`config.mk`:
```
export PLATFORM = sky130hd
export DESIGN_NAME = irq_ctrl
export DESIGN_NICKNAME = d
export VERILOG_FILES = /design/src/rtl/irq_pkg.sv /design/src/rtl/irq_prio_sel.sv /design/src/rtl/irq_ctrl.sv
export SDC_FILE = /design/constraint.sdc
export NUM_CORES = 1
export LEC_CHECK = 0
export CAP_MARGIN = 20
export CORE_MARGIN = 2
export CORE_UTILIZATION = 58
export CTS_CLUSTER_SIZE = 25
export DETAILED_ROUTE_END_ITERATION = 6
export DONT_BUFFER_PORTS = 1
export GPL_TIMING_DRIVEN = 0
export PLACE_DENSITY = 0.84
export RECOVER_POWER = 50
export SLEW_MARGIN = 20
export SYNTH_ARGS = -nofsm -noshare
export SYNTH_HDL_FRONTEND = slang
export SYNTH_HIERARCHICAL = 1
export SYNTH_SLANG_ARGS = --single-unit
```
`constraint.sdc`:
```
create_clock -name clk -period 2.5 [get_ports clk]
set_input_delay 0.25 -clock clk [delete_from_list [all_inputs] [get_ports clk]]
set_output_delay 0.25 -clock clk [all_outputs]
set_load 0.01 [all_outputs]
```
`src/rtl/irq_pkg.sv`:
```
// Shared sizes and FSM encoding for the 8-source interrupt controller.
package irq_pkg;
  localparam int NUM_IRQ = 8;
  localparam int ID_W    = 3;

  typedef enum logic [1:0] {
    ST_IDLE    = 2'd0,
    ST_REQ     = 2'd1,
    ST_SERVICE = 2'd2
  } irq_state_e;
endpackage

```
`src/rtl/irq_prio_sel.sv`:
```
// Combinational 8:3 priority select; bit NUM_IRQ-1 has the highest priority.
module irq_prio_sel
  import irq_pkg::*;
(
  input  logic [NUM_IRQ-1:0] eligible,
  output logic [ID_W-1:0]    sel_id,
  output logic               sel_valid
);

  always_comb begin
    sel_id    = '0;
    sel_valid = |eligible;
    // Ascending scan: the last set bit seen is the highest-priority one.
    for (int i = 0; i < NUM_IRQ; i++) begin
      if (eligible[i]) sel_id = ID_W'(i);
    end
  end

endmodule

```
`src/rtl/irq_ctrl.sv`:
```
// Interrupt controller: edge-latched pending bits, software mask and a
// req/ack/eoi handshake toward the CPU.
//
// Handshake: irq_req is held with irq_id frozen until irq_ack is seen in a
// cycle where irq_req=1; the transfer completes on that clk edge. eoi is only
// honoured while in_service=1; ack and eoi seen elsewhere are ignored.
module irq_ctrl
  import irq_pkg::*;
#(
  parameter logic [NUM_IRQ-1:0] MASK_RST = 8'h00
) (
  input  logic               clk,
  input  logic               rst,
  input  logic [NUM_IRQ-1:0] irq_in,
  input  logic               mask_we,
  input  logic [NUM_IRQ-1:0] mask_wdata,
  output logic               irq_req,
  output logic [ID_W-1:0]    irq_id,
  input  logic               irq_ack,
  input  logic               eoi,
  output logic               in_service,
  output logic [NUM_IRQ-1:0] pending,
  output logic [NUM_IRQ-1:0] mask
);

  irq_state_e         state_q, state_d;
  logic [NUM_IRQ-1:0] irq_prev_q;
  logic [NUM_IRQ-1:0] pending_q, pending_d;
  logic [NUM_IRQ-1:0] mask_q, mask_d;
  logic               irq_req_q, irq_req_d;
  logic [ID_W-1:0]    irq_id_q, irq_id_d;
  logic               in_service_q, in_service_d;

  logic [NUM_IRQ-1:0] rise;
  logic [NUM_IRQ-1:0] clr;
  logic [NUM_IRQ-1:0] eligible;
  logic [ID_W-1:0]    sel_id;
  logic               sel_valid;

  assign eligible = pending_q & ~mask_q;

  irq_prio_sel u_prio_sel (
    .eligible  (eligible),
    .sel_id    (sel_id),
    .sel_valid (sel_valid)
  );

  always_comb begin
    rise         = irq_in & ~irq_prev_q;
    clr          = '0;
    state_d      = state_q;
    irq_req_d    = irq_req_q;
    irq_id_d     = irq_id_q;
    in_service_d = in_service_q;

    case (state_q)
      ST_IDLE: begin
        if (sel_valid) begin
          irq_id_d  = sel_id;
          irq_req_d = 1'b1;
          state_d   = ST_REQ;
        end
      end
      ST_REQ: begin
        if (irq_ack) begin
          irq_req_d     = 1'b0;
          clr[irq_id_q] = 1'b1;
          in_service_d  = 1'b1;
          state_d       = ST_SERVICE;
        end
      end
      ST_SERVICE: begin
        if (eoi) begin
          in_service_d = 1'b0;
          state_d      = ST_IDLE;
        end
      end
      default: begin
        irq_req_d    = 1'b0;
        in_service_d = 1'b0;
        state_d      = ST_IDLE;
      end
    endcase

    // OR-ing the new edges in last lets a fresh edge win over the ack clear.
    pending_d = (pending_q & ~clr) | rise;
    mask_d    = mask_we ? mask_wdata : mask_q;
  end

  always_ff @(posedge clk or posedge rst) begin
    if (rst) begin
      state_q      <= ST_IDLE;
      irq_prev_q   <= '0;
      pending_q    <= '0;
      mask_q       <= MASK_RST;
      irq_req_q    <= 1'b0;
      irq_id_q     <= '0;
      in_service_q <= 1'b0;
    end else begin
      state_q      <= state_d;
      irq_prev_q   <= irq_in;
      pending_q    <= pending_d;
      mask_q       <= mask_d;
      irq_req_q    <= irq_req_d;
      irq_id_q     <= irq_id_d;
      in_service_q <= in_service_d;
    end
  end

  assign irq_req    = irq_req_q;
  assign irq_id     = irq_id_q;
  assign in_service = in_service_q;
  assign pending    = pending_q;
  assign mask       = mask_q;

endmodule

```
### Word-level counts from Yosys, hierarchy flattened

Cells that the tools add are included.

| word-level totals | value |
|---|---|
| input port bits | 21 |
| word-level logic and storage cells | 51 |
| output and inout port bits | 21 |
| register bits after elaboration | 31 |

| cells by class | value |
|---|---|
| reductions and logical operators | 7 |
| mux-type cells | 21 |
| bitwise gates (word level) | 9 |
| magnitude comparators | 2 |
| eq/ne operators | 5 |

Operator list:

| operator | count |
|---|---|
| $and A8 B8 Y8 | 3 |
| $not A8 Y8 | 3 |
| $mux W8 | 2 |
| $mux W3 | 4 |
| $mux W2 | 5 |
| $reduce_and A3 Y1 | 3 |
| $or A8 B8 Y8 | 1 |
| $reduce_or A8 Y1 | 1 |
| $mux W1 | 6 |
| $ne A2 B2 Y1 const B | 3 |
| $pmux W1 S3 | 2 |
| $pmux W2 S3 | 1 |
| $lt A3 B4 Y1 const B | 1 |
| $demux W1 S3 | 1 |
| $ge A3 B1 Y1 const B | 1 |
| $eq A2 B1 Y1 const B | 1 |
| $eq A2 B2 Y1 const B | 1 |
| $logic_not A2 Y1 | 1 |
| $not A1 Y1 | 2 |
| $reduce_and A2 Y1 | 1 |
| $logic_and A1 B1 Y1 | 1 |

### Depth between registers and ports, before layout

| depth | value |
|---|---|
| depth in word-level cells | 9 |
| depth in mapped cells | 6 |
| gate-level depth less buffers | 6 |

### Modules after synthesis

Netlist, hierarchy kept.

By module, submodules not included:

| module | cells an instance | instances | area an instance (µm²) |
|---|---|---|---|
| irq_ctrl | 94 | 1 | 1,201.2 |
| irq_prio_sel | 12 | 1 | 66.3 |

### Worst setup path before layout

Ideal clock, no wire load.

| timing path | value |
|---|---|
| path type | register to register |
| start point | register pending_q[6], in the netlist pending[6] |
| end point | register irq_id_q[0], in the netlist irq_id[0] |
| arrival | 1,372 ps |
| cell stages (with the launch flop) | 7 |
| library setup time | 125 ps |
| setup slack | 1,003 ps |
| path buffers | 0 |
| path through | dfrtp_1 > nor2b_1 > nor2_1 > nand4_1 > nand2b_4 > nor2_4 > mux2_4 |

| on the way | value |
|---|---|
| word-level cells in the longest chain between the ends | 3 |

RTL lines:

| item | line | RTL |
|---|---|---|
| from (decl) | irq_ctrl.sv:28 | `logic [NUM_IRQ-1:0] pending_q, pending_d;` |
| from (signal assigned) | irq_ctrl.sv:102 | `pending_q <= pending_d;` |
| $and A8 B8 Y8 | irq_ctrl.sv:40 | `assign eligible = pending_q & ~mask_q;` |
| net eligible[6] | irq_ctrl.sv:36 | `logic [NUM_IRQ-1:0] eligible;` |
| $reduce_or A8 Y1 | irq_prio_sel.sv:12 | `sel_valid = \|eligible;` |
| net sel_valid | irq_ctrl.sv:38 | `logic sel_valid;` |
| $reduce_and A2 Y1 (no source line) | - |  |
| to (signal assigned) | irq_ctrl.sv:105 | `irq_id_q <= irq_id_d;` |
| to (decl) | irq_ctrl.sv:31 | `logic [ID_W-1:0] irq_id_q, irq_id_d;` |

The timed path passes the listed nets, and every way through them passes these cells.
A chain may end at the register's enable or synchronous reset.

### Worst setup path in the final report

| timing path | value |
|---|---|
| start point | register pending_q[6], in the netlist pending[6] |
| end point | register irq_id_q[1], in the netlist irq_id[1] |

The elaborated chain is that of the path after synthesis.

==> results.md <==
- Outcome: complete, no violations
- Root Buffer: clkbuf_4
- Crit path cell chain: nor2b_1 -> nor2_1 -> nand4_1 -> nand2b_4 -> nor2_4 -> mux2_4
- # setup viols final: 0
- DRT Pass-1 Iters: 4
- Vias in the first global route: 909
- Slew HR: roughly 26%
- Die width: around 51 µm
- Post-synthesis area per instance: between 10 and 15 µm²
- Total gr overflow: 0
- Starting DRT DRC Count: 15
- CP max stage cell: dfrtp_1
- Max-cap violations: 0
- Routed Antenna Nets: 0
- Hold EP: pending[3]$_DFF_PP0_
- CP Data Arrival Time: 1.88 ns
- First-pass GRT wire length: roughly 4100 µm
- Die area: ~2600 µm²
- Core Rows: 16
- CTS resizes: 0
- Clk_skew: between 0.004 and 0.005 ns
- Register area: 775.7 µm²
- CTS Buf Count: 5
- Sink Count: 31
- Slew @ Worst Pin: roughly 1.1 ns
- Top-level port count: 42
- Die H: ~50 µm
- Critical path's top delay family: simple AND/OR/NAND/NOR gates
- Leak: just over 0.0006 µW
- WHS: 0.04225 ns
- Drt drc: 0
- Mapped cell area: roughly 1300 µm²
- Worst min path class: primary input to register
- Initial core utilization: 63.31%
- Synth Net Count: roughly 130
- Fin crit share: 66.39%
- Gpl congestion: roughly 0.8
- RSZ-0062 raised after global routing: false
- Hold path cells: 2
- Share of cells above drive strength 1: 18.70%
- Cells on worst reg2reg path: 6
- Final Routed Wirelength: 2478 µm
- Startpoint types: register
- CTS tree: done
- Register area share after synthesis: 61.20%
- Max Buffers Root-to-Sink: 2
- Setup TNS: 0 ns
- Final hold viol count: 0
- Setup Buffers After CTS: 0
- CP Buf/Inv Count: 0
- Layout filler cell count: about 150
- # H-tree levels: 2
- Ys Warns: 6
- Area Growth Syn to Fin: 13.72%
- Clk Latency, worst-skew pair: 0.33 ns
- Critical Path Max Stage Delay: ~0.44 ns
- CP endpoint kind: register
- Async S/R FF share, synth: 100.0%
- WL per Instance: 16.52 µm
- Reg2reg setup slack: roughly 0.84 ns
- Worst Path Max Fanout: 4
- Ys flop type: dfrtp_1
- R2r startpoint: pending[6]$_DFF_PP0_
- Fmax: around 0.6 GHz
- Initial antenna violation count: 0
- Power Dens Cells: 943.6 nW/µm²
- Overall Power: around 1400 µW
- # diodes: 0
- Non-filler instance count after layout: 150
- Clock transition at the registers of the reported paths: ~0.09 ns
- Multi-input gate area: 445.4 µm²
- Vias per cell: around 5.6
- Routed vias: 838
- Critical hold path startpoint: irq_in[3]
- GRT Resource Usage Total: about a quarter
- Detailed placement HPWL: approximately 1800 µm
- Port bufs: 0
- Synth Instances: 106
- Worst reg2reg endpoint: irq_id[1]$_DFFE_PP0P_
- Placed Cells incl. Taps: 133
- Min Tclk post-route: roughly 1.7 ns
- Worst Path Required: approximately 2.7 ns
- Core area: about 2000 µm²
- Pin count of the biggest net entering global routing: 32
- Final #Nets: approximately 140
- Peak supply drop: about 0.56 mV
- Worst Path Class, Setup: register to register
- Library cells used by synthesis: 23
- Number of flops mapped to enable cells by yosys: 0
- Flops & latches, synth: 31
- Final Slew Violations: 0
[synthesized netlist by cell type (2+ instances only)]
cell type | instances | area share, %
a21oi_1 | 2 | 0.79
dfrtp_1 | 31 | 61
inv_1 | 10 | 3.0
mux2_2 | 8 | 7.1
mux2_4 | 3 | 3.6
nand2_1 | 6 | 1.8
nand2b_1 | 3 | 1.5
nor2_1 | 5 | 1.5
nor2b_1 | 8 | 3.9
o21ai_0 | 4 | 1.6
o21ai_1 | 12 | 4.7
o31ai_1 | 3 | 1.8
[metal layers]
metal  up-vias  wire length, µm  share of wire, %  track usage, %
met4         0               46               1.9           13.06
met3         5              185               7.5           10.71
li1        387                -                 -               -
met2        34             1225                49           38.38
met5         -                0                 0               0
met1       412             1021                41           24.70
[final cells by class]
type	instances	share of cell area, %
Sequential cell	31	53.82
Multi-Input combinational cell	63	30.90
Timing Repair Buffer	9	6.250
Clock buffer	7	3.125
Inverter	11	2.865
Tap cell	27	2.344
Clock inverter	1	0.3472
Buffer	1	0.3472
[registers in the layout, summed over array words and instances, names as in the netlist]
| signal | cells |
|---|---|
| irq_prev_q | 8 |
| state_q | 2 |
| mask | 8 |
| pending | 8 |
| irq_id | 3 |
| in_service | 1 |
| irq_req | 1 |
[cells by family after synthesis]
| family | count (synthesis) | share of synthesized area, % |
|---|---|---|
| simple gates | 28 | 13.33 |
| compound gates | 24 | 11.16 |
| mux | 11 | 10.66 |
| buf+inv | 12 | 3.652 |
| flops | 31 | 61.20 |
[power breakdown]
part	switching [µW]	internal, µW
clock	158	109
combinational	154	175
sequential	163	601
total	474	886
[stage by stage]
step           utilization (%)  cell area, µm²  worst slack, ns
2_1_floorplan                -            1267            1.003
3_3_place_gp             65.00            1301           0.8850
3_5_place_dp             65.00            1301           0.8449
4_1_cts                  71.50            1431           0.8308
5_1_grt                  72.00            1441           0.6992
6_report                 72.00            1441           0.8402
[placed cells by master, fill, tap and decap left out]
master / n
a21oi_2: 1
inv_2: 1
a21oi_1: 2
o31ai_1: 3
buf_2: 1
nand2_1: 6
clkbuf_4: 5
nor2_4: 1
nand4bb_1: 1
clkinv_2: 1
nand4b_1: 1
nor2_1: 5
nand3b_1: 1
nor2b_1: 8
o21ai_0: 4
o21ai_1: 12
mux2_2: 8
o31ai_2: 1
nand2b_4: 1
nand2b_1: 3
nand4_1: 1
dlygate4sd3_1: 9
clkbuf_1: 2
a21o_1: 1
mux2_4: 3
dfrtp_1: 31
inv_1: 10
[worst max path at each step]
| stage | from | to | depth (start not counted) |
|---|---|---|---|
| final | pending[6]$_DFF_PP0_ | irq_id[1]$_DFFE_PP0P_ | 6 |
| after floorplan | pending[6]$_DFF_PP0_ | irq_id[0]$_DFFE_PP0P_ | 6 |
| after global routing | pending[4]$_DFF_PP0_ | irq_id[1]$_DFFE_PP0P_ | 6 |
| after detailed placement | pending[6]$_DFF_PP0_ | irq_id[0]$_DFFE_PP0P_ | 6 |
| after CTS | pending[6]$_DFF_PP0_ | irq_id[1]$_DFFE_PP0P_ | 6 |
| after global placement | pending[6]$_DFF_PP0_ | irq_id[2]$_DFFE_PP0P_ | 6 |
[timing repair]
item,CTS,global route
hold endpoints to repair,8,31
hold buffers,8,1
endpoints found under the setup margin,0,0
(Power assumes the default switching activity.)
